`src/rtl/weight_stream_scheduler.sv`:
```
// Streams a 2-cycle-latency parameter ROM to a valid/ready consumer, replaying it
// repeat_count times per start; a credit check keeps the small output FIFO from overflowing.
module weight_stream_scheduler #(
    parameter int DATA_WIDTH   = 128,
    parameter int DEPTH        = 576,
    parameter int ADDR_WIDTH   = $clog2(DEPTH) + 1,
    parameter int FIFO_DEPTH   = 4,
    parameter int REPEAT_WIDTH = 16
) (
    input  logic                    clk,
    input  logic                    rst,
    input  logic                    start,
    input  logic [REPEAT_WIDTH-1:0] repeat_count,
    output logic                    busy,
    output logic                    done,
    output logic [ADDR_WIDTH-1:0]   rom_addr,
    output logic                    rom_ce,
    input  logic [DATA_WIDTH-1:0]   rom_q,
    output logic [DATA_WIDTH-1:0]   data_out,
    output logic                    data_out_valid,
    input  logic                    data_out_ready,
    output logic                    data_out_last,
    output logic                    data_out_final
);

    localparam int PTR_W  = (FIFO_DEPTH > 1) ? $clog2(FIFO_DEPTH) : 1;
    localparam int CNT_W  = PTR_W + 1;
    localparam int CRED_W = PTR_W + 2;

    typedef enum logic [1:0] {
        S_IDLE,
        S_RUN,
        S_DRAIN
    } state_t;

    state_t                  state_reg, state_next;
    logic [ADDR_WIDTH-1:0]   addr_reg, addr_next;
    logic [REPEAT_WIDTH-1:0] pass_reg, pass_next;
    logic [REPEAT_WIDTH-1:0] rep_max_reg, rep_max_next;
    logic                    done_reg, done_next;

    logic s1_valid_reg, s1_last_reg, s1_final_reg;
    logic s2_valid_reg, s2_last_reg, s2_final_reg;

    logic [PTR_W-1:0] wr_ptr_reg, rd_ptr_reg;
    logic [CNT_W-1:0] fifo_count_reg, fifo_count_next;

    logic [DATA_WIDTH-1:0] entry_data  [FIFO_DEPTH];
    logic                  entry_last  [FIFO_DEPTH];
    logic                  entry_final [FIFO_DEPTH];

    logic              addr_is_last, pass_is_last, issue, push, pop;
    logic [CRED_W-1:0] credit_used;

    assign addr_is_last = (addr_reg == ADDR_WIDTH'(DEPTH - 1));
    assign pass_is_last = (pass_reg == rep_max_reg);
    // Words already queued plus words still inside the ROM pipeline each hold a slot.
    assign credit_used  = CRED_W'(fifo_count_reg) + CRED_W'(s1_valid_reg) + CRED_W'(s2_valid_reg);
    assign issue        = (state_reg == S_RUN) && (credit_used < CRED_W'(FIFO_DEPTH));
    assign push         = s2_valid_reg;
    assign pop          = data_out_valid && data_out_ready;

    assign data_out_valid = (fifo_count_reg != '0);
    assign data_out       = entry_data[rd_ptr_reg];
    assign data_out_last  = data_out_valid && entry_last[rd_ptr_reg];
    assign data_out_final = data_out_valid && entry_final[rd_ptr_reg];

    assign busy     = (state_reg != S_IDLE);
    assign done     = done_reg;
    assign rom_addr = addr_reg;
    assign rom_ce   = rst;

    always_comb begin
        state_next   = state_reg;
        addr_next    = addr_reg;
        pass_next    = pass_reg;
        rep_max_next = rep_max_reg;
        done_next    = 1'b0;
        case (state_reg)
            S_IDLE: begin
                if (start) begin
                    state_next   = S_RUN;
                    addr_next    = '0;
                    pass_next    = '0;
                    rep_max_next = (repeat_count == '0) ? '0 : repeat_count - REPEAT_WIDTH'(1);
                end
            end
            S_RUN: begin
                if (issue) begin
                    if (addr_is_last) begin
                        addr_next = '0;
                        pass_next = pass_reg + REPEAT_WIDTH'(1);
                        if (pass_is_last) begin
                            state_next = S_DRAIN;
                        end
                    end else begin
                        addr_next = addr_reg + ADDR_WIDTH'(1);
                    end
                end
            end
            S_DRAIN: begin
                if (pop && data_out_final && fifo_count_reg == CNT_W'(1)
                    && !s1_valid_reg && !s2_valid_reg) begin
                    state_next = S_IDLE;
                    done_next  = 1'b1;
                end
            end
            default: state_next = S_IDLE;
        endcase
    end

    always_comb begin
        fifo_count_next = fifo_count_reg;
        case ({push, pop})
            2'b10:   fifo_count_next = fifo_count_reg + CNT_W'(1);
            2'b01:   fifo_count_next = fifo_count_reg - CNT_W'(1);
            default: fifo_count_next = fifo_count_reg;
        endcase
    end

    always_ff @(posedge clk or negedge rst) begin
        if (!rst) begin
            state_reg      <= S_IDLE;
            addr_reg       <= '0;
            pass_reg       <= '0;
            rep_max_reg    <= '0;
            done_reg       <= 1'b0;
            s1_valid_reg   <= 1'b0;
            s1_last_reg    <= 1'b0;
            s1_final_reg   <= 1'b0;
            s2_valid_reg   <= 1'b0;
            s2_last_reg    <= 1'b0;
            s2_final_reg   <= 1'b0;
            wr_ptr_reg     <= '0;
            rd_ptr_reg     <= '0;
            fifo_count_reg <= '0;
        end else begin
            state_reg      <= state_next;
            addr_reg       <= addr_next;
            pass_reg       <= pass_next;
            rep_max_reg    <= rep_max_next;
            done_reg       <= done_next;
            // Tags travel alongside the fixed-latency ROM pipeline.
            s1_valid_reg   <= issue;
            s1_last_reg    <= issue && addr_is_last;
            s1_final_reg   <= issue && addr_is_last && pass_is_last;
            s2_valid_reg   <= s1_valid_reg;
            s2_last_reg    <= s1_last_reg;
            s2_final_reg   <= s1_final_reg;
            fifo_count_reg <= fifo_count_next;
            if (push) begin
                wr_ptr_reg <= wr_ptr_reg + PTR_W'(1);
            end
            if (pop) begin
                rd_ptr_reg <= rd_ptr_reg + PTR_W'(1);
            end
        end
    end

    genvar gi;
    generate
        for (gi = 0; gi < FIFO_DEPTH; gi++) begin : g_entry
            logic [DATA_WIDTH-1:0] data_reg;
            logic                  last_reg;
            logic                  final_reg;

            always_ff @(posedge clk or negedge rst) begin
                if (!rst) begin
                    data_reg  <= '0;
                    last_reg  <= 1'b0;
                    final_reg <= 1'b0;
                end else if (push && wr_ptr_reg == PTR_W'(gi)) begin
                    data_reg  <= rom_q;
                    last_reg  <= s2_last_reg;
                    final_reg <= s2_final_reg;
                end
            end

            assign entry_data[gi]  = data_reg;
            assign entry_last[gi]  = last_reg;
            assign entry_final[gi] = final_reg;
        end
    endgenerate

    fifo_no_overflow: assert property (@(posedge clk) disable iff (!rst)
        !(push && fifo_count_reg == CNT_W'(FIFO_DEPTH)));

endmodule

```
`config.mk`:
```
export PLATFORM = sky130hd
export DESIGN_NAME = weight_stream_scheduler
export DESIGN_NICKNAME = d
export VERILOG_FILES = /design/src/rtl/weight_stream_scheduler.sv
export SDC_FILE = /design/constraint.sdc
export NUM_CORES = 1
export LEC_CHECK = 0
export BUFFER_PORTS_ARGS = -buffer_cell sky130_fd_sc_hd__buf_2
export CORE_ASPECT_RATIO = 0.5
export CORE_MARGIN = 3
export CORE_UTILIZATION = 33
export CTS_BUF_LIST = sky130_fd_sc_hd__clkbuf_8
export DETAILED_ROUTE_END_ITERATION = 7
export MAX_ROUTING_LAYER = met4
export SETUP_SLACK_MARGIN = 0.15
export SLEW_MARGIN = 0
export SYNTH_ARGS = -nofsm -noshare
export SYNTH_HDL_FRONTEND = slang
export SYNTH_SLANG_ARGS = --single-unit
```
`constraint.sdc`:
```
create_clock -name clk -period 2.76 [get_ports clk]
set_input_delay 0.276 -clock clk [delete_from_list [all_inputs] [get_ports clk]]
set_output_delay 0.276 -clock clk [all_outputs]
set_load 0.05 [all_outputs]
```
# Word level (Yosys, flattened, before mapping)
# Index checks and enable logic that the tools add are counted.
[totals]
ff_bits = 579
latchBits = 0
mem_bits_rw = 0
rom_bits = 0
input_bits = 148
out_inout_bits = 145
word_cells = 107
n_memories = 0
[classes]
add_sub_neg = 9
n_mul = 0
div = 0
magnitude_cmp = 2
eq_ne = 15
n_shift = 0
muxes = 27
n_bitwise = 1
reduce_logical = 27
[ops]
columns = ["cell", "count"]
rows = [
  ["binary-select mux 128 bit (select 2 bit)", 1],
  ["2-to-1 mux 128 bit", 2],
  ["2-to-1 mux 16 bit", 4],
  ["2-to-1 mux 11 bit", 3],
  ["case mux 16 bit (2 select lines)", 1],
  ["case mux 11 bit (2 select lines)", 1],
  ["adder 16 x 1 -> 16 bit (second input constant)", 1],
  ["equality test 16 bit", 1],
  ["logical NOT 16 bit", 1],
  ["subtractor 16 x 1 -> 16 bit (second input constant)", 1],
  ["logical AND 1 bit", 14],
  ["adder 11 x 1 -> 11 bit (second input constant)", 1],
  ["equality test 11 x 10 -> 1 bit (second input constant)", 1],
  ["2-to-1 mux 2 bit", 5],
  ["inequality test 2 bit (second input constant)", 5],
  ["equality test 2 bit (second input constant)", 4],
  ["equality test 2 x 1 -> 1 bit (second input constant)", 3],
  ["2-to-1 mux 1 bit", 6],
  ["case mux 2 bit (3 select lines)", 1],
  ["case mux 3 bit (2 select lines)", 1],
  ["nonzero test 2 bit", 3],
  ["AND reduction 5 bit", 1],
  ["adder 2 x 1 -> 2 bit (second input constant)", 2],
  ["adder 3 x 1 -> 4 bit", 1],
  ["14 further kinds", 17],
]

# Logic depth before layout (Yosys ltp)
[logic_depth]
word_depth = 11
depth_mapped = 8
depth_no_buf = 8

# Least setup slack after synthesis
# OpenSTA, ideal clock, no wires.
[synth_timing]
path_kind = "register to register"
startpoint = "register addr_reg[0], in the netlist rom_addr[0]"
endpoint = "register pass_reg[13]"
setup_time_ns = 0.078
t_arrival_ns = 2.236
t_required_ns = 2.682
setup_slack_ns = 0.446
path_stages_with_launch = 7
n_path_buf = 0
period_less_slack_ns = 2.314
path_cell_list = "dfrtp_1 > ha_1 > nand4bb_1 > o41ai_1 > nand2_2 > or4_1 > a21oi_1"
[synth_between]
elab_chain_cells = 3
[synth_rtl]
columns = ["element", "line", "source"]
rows = [
  ["from (decl)", "37", "logic [ADDR_WIDTH-1:0] addr_reg, addr_next;"],
  ["from (signal assigned)", "139", "addr_reg <= addr_next;"],
  ["equality test 11 x 10 -> 1 bit", "55", "assign addr_is_last = (addr_reg == ADDR_WIDTH'(DEPTH - 1));"],
  ["inequality test 2 bit (no source line)", "n/a", ""],
  ["AND reduction 4 bit (no source line)", "n/a", ""],
  ["to (signal assigned)", "140", "pass_reg <= pass_next;"],
  ["to (decl)", "38", "logic [REPEAT_WIDTH-1:0] pass_reg, pass_next;"],
]
# Every way passes these cells.
# A chain may end at the register's enable or synchronous reset.

# Worst setup path in the final report
[layout_timing]
startpoint = "register rd_ptr_reg[0]"
endpoint = "output data_out[33]"
[layout_between]
elab_chain_cells = 4
[layout_rtl]
columns = ["element", "line", "source"]
rows = [
  ["from (decl)", "45", "logic [PTR_W-1:0] wr_ptr_reg, rd_ptr_reg;"],
  ["from (signal assigned)", "155", "rd_ptr_reg <= rd_ptr_reg + PTR_W'(1);"],
  ["inverter 2 -> 3 bit (not written as such)", "64", "assign data_out = entry_data[rd_ptr_reg];"],
  ["binary-select mux 128 bit (select 2 bit)", "64", ""],
  ["2-to-1 mux 128 bit (not written as such) (2 in series)", "64", ""],
  ["to (decl)", "19", "output logic [DATA_WIDTH-1:0] data_out,"],
]
# Every way passes these cells. The select of a mux whose other input is x is not followed.

==> qor.yml <==
status:
  status: "completed"
cells_and_area:
  final_net_count: 2296
  final_common_cell: "sky130_fd_sc_hd__dfrtp_1"
  drive_gt1_share_pct: 53.19
  largest_register_ffs: 512
  synthToLayoutAreaGrowth_pct: 30.73
  layout.cell_area.non_filler_um2: 33230
  most-common-layout-cells: "sky130_fd_sc_hd__dfrtp_1, sky130_fd_sc_hd__mux2_2, sky130_fd_sc_hd__buf_2"
sta:
  final_max_slew_viol_count: 0
  setup_viol_count_final: 0
  finalWorstSetupSlack_ns: 0.1114
  tightest_slew_ns: 0.6900
  hold_viol_final: 0
  unrepaired_setup_endpoints_after_global_routing: "yes"
  setup_skew_ns: 0.02301
  final_min_period_over_clock_period_pct: 95.96
  max_clock_freq_mhz: 377.6
  finalCriticalPeriod_ns: 2.649
  slew_headroom_pct: 54.00
yosys:
  ys_seq_elements: 579
  ys_seq_area_share_pct: 57.01
  synthDominantCellAreaShare_pct: 57.01
  postSynthNetCount: 1771
  post_synthesis_instance_total: 1609
  cells_taking_the_most_area_after_synthesis: "sky130_fd_sc_hd__dfrtp_1, sky130_fd_sc_hd__mux2_2, sky130_fd_sc_hd__mux4_2"
  synth_flop_cell: "sky130_fd_sc_hd__dfrtp_1"
  async_reset_ff_share_pct: 100.0
  cell_area_after_synthesis_um2: 25420
  yosysWarningCount: 0
  post_synthesis_average_cell_area_um2: 15.80
  number_of_enable_type_register_cells_in_the_synthesized_netlist: 0
  synth_cell_type_count: 44
  synth_top_area_cell: "sky130_fd_sc_hd__dfrtp_1"
cts:
  total_clock_sinks: 579
  cts-root-to-sink-buffers: 3
  cts_tree: "done"
  clk_pin_slew_worst_paths_ns: 0.06
  h-tree-depth: 3
  root_buffer_master: "sky130_fd_sc_hd__clkbuf_8"
  clock_insertion_delay_worst_skew_ns: 0.72
  clock_buffers_created_by_tritoncts: 89
global_routing:
  use_met3_pct: 2.770
  groute.layer.met2.usage_pct: 27.11
  met1_usage_pct: 20.11
  largest_net_degree_at_the_start_of_global_routing: 125
  via_count_of_the_first_global_routing_pass: 17312
  grt_pass1_wl_um: 99920
  top_usage_layer: "met2"
  grt_antenna_before_repair: 3
  globalRoute.totalOverflow: 0
  grt_util_all_layers_pct: 16.30
setup_path:
  timing.setup.critical_path_class: "reg2out"
  crit-reg2reg-launch: "fifo_count_reg[0]$_DFFE_PN0P_"
  startpoint_type: "flip-flop"
  timing.critical_path.fanout_max: 12
  worst_ep_arrival_time_ns: 2.37
  worstSetupEndpointType: "output port"
  data_required_time_of_the_critical_path_ns: 2.48
  startpoint: "rd_ptr_reg[0]$_DFFE_PN0N_"
placement:
  dp_slack_ns: 0.3032
  place.detailed.hpwl_um: 40190
  final_replace_weighted_congestion: 0.7764
  placed_cell_area_um2: 28690
  io_buffer_count: 292
route:
  drt-initial-drc-count: 707
  post_drt_via_cell_ratio: 4.824
  antenna_left: 0
  via_count: 15602
  avgRoutedWirePerCell_um: 19.19
  postRouteWirelength_um: 62070
  remaining_drc_errors: 0
  firstDrtPassIters: 5
power_and_ir_drop:
  power-per-cell-area_nw_per_um2: 1460
  power.leakage_nw: 14.38
  worst_ir_drop_vdd_mv: 0.5910
die:
  fp.dieArea_um2: 80580
  die_height_um: 202.2
  io_pins: 293
  core-area_um2: 75690
  placement_rows: 71
  die_x_um: 398.5
  start_util_pct: 33.58
min_path:
  hold_crit_class: "in2async"
job:
  cap_viol_max_count: 0
-- cells by family after synthesis --
logic type                 after synthesis  share of synthesized area, %
AOI/OAI and AO/OA                       36                        0.8763
xor gates and xnor gates                53                         1.826
buffers and inverters                  112                         1.743
muxes                                  653                         34.68
DFF                                    579                         57.01
adders and majority gates               14                        0.6892
and+or+nand+nor                        162                         3.180
-- critical path, stage by stage (launching register included) --
cell and delay, ns:
sky130_fd_sc_hd__dfrtp_4 0.50, sky130_fd_sc_hd__buf_12 0.19, sky130_fd_sc_hd__buf_16 0.17, sky130_fd_sc_hd__mux4_2 0.56, sky130_fd_sc_hd__buf_4 0.22
-- layout make-up --
class,count,area (um^2)
fill,6877,42460
sequential,579,14500
multi-input combinational,918,10520
timing repair buffer,534,5027
clock buffer,116,1597
tap,1022,1279
clock inverter,48,250.2
inverter,12,45.04
antenna,5,12.51
-- final timing paths --
path                                                       endpoint  cells after the start  slack [ns]
worst min register to register               s2_final_reg$_DFF_PN0_                      0        0.35
max in group asynchronous                 rd_ptr_reg[1]$_DFFE_PN0N_                      3        1.65
min in group clk                         rep_max_reg[0]$_DFFE_PN0P_                      3        0.34
worst max-delay path                                   data_out[33]                      4        0.11
worst max register to register             rom_addr[10]$_DFFE_PN0P_                      7        0.33
worst min-delay path            g_entry[1].data_reg[33]$_DFFE_PN0P_                      2        0.09
-- routing by layer --
layer,vias up,part of all wire [%]
met2,202,51
met5,-,0
met3,111,3.1
met4,0,2.7
met1,8259,43
li1,7030,-
-- synthesized netlist by cell type, types with 2 or more instances --
master / count
sky130_fd_sc_hd__xnor2_1: 23
sky130_fd_sc_hd__dfrtp_1: 579
sky130_fd_sc_hd__nor4_1: 14
sky130_fd_sc_hd__xor2_1: 30
sky130_fd_sc_hd__or2_2: 2
sky130_fd_sc_hd__buf_2: 12
sky130_fd_sc_hd__and4_1: 2
sky130_fd_sc_hd__nand3_1: 17
sky130_fd_sc_hd__nand2_1: 44
sky130_fd_sc_hd__inv_1: 12
sky130_fd_sc_hd__nor3_1: 9
sky130_fd_sc_hd__o31ai_1: 2
sky130_fd_sc_hd__mux2_2: 520
sky130_fd_sc_hd__nor4bb_1: 2
sky130_fd_sc_hd__and3_1: 2
sky130_fd_sc_hd__and2_1: 4
sky130_fd_sc_hd__buf_1: 7
sky130_fd_sc_hd__nor3b_1: 2
sky130_fd_sc_hd__ha_1: 14
sky130_fd_sc_hd__clkbuf_1: 79
sky130_fd_sc_hd__o21ai_0: 23
sky130_fd_sc_hd__nand4_1: 8
sky130_fd_sc_hd__or4_1: 4
sky130_fd_sc_hd__buf_4: 2
sky130_fd_sc_hd__mux4_2: 130
sky130_fd_sc_hd__nand2b_1: 3
sky130_fd_sc_hd__mux2i_1: 3
sky130_fd_sc_hd__nor2_1: 39
sky130_fd_sc_hd__or3_1: 3
sky130_fd_sc_hd__a21oi_1: 4
-- timing repair --
action | CTS | global route
gates cloned | 1 | 1
hold buffers | 156 | 0
endpoints found under the hold margin | 1090 | 0
setup endpoints to repair | 130 | 124
resized for setup | 258 | 3
setup buffers | 20 | 3
-- where the power goes --
| group | internal (mW) | switching [mW] | total, mW |
|---|---|---|---|
| combinational | 12.5 | 14.1 | 26.6 |
| clock | 3.88 | 3.50 | 7.37 |
| sequential | 12.6 | 1.95 | 14.6 |
-- metrics by stage --
stage	TNS, ns	cells	power [mW]	utilization, %	hold WS (ns)
finish	0	3234	48.50	43.90	0.09018
global route	-0.04732	3234	51.03	43.90	0.04116
CTS	0	3225	49.12	43.81	0.01434
detailed placement	0	2884	38.10	37.90	0.2176
global placement	0	2884	37.67	37.90	0.2168
floorplan	0	1609	31.85	-	-0.01959
No activity file was read; power rests on OpenSTA's default activity.
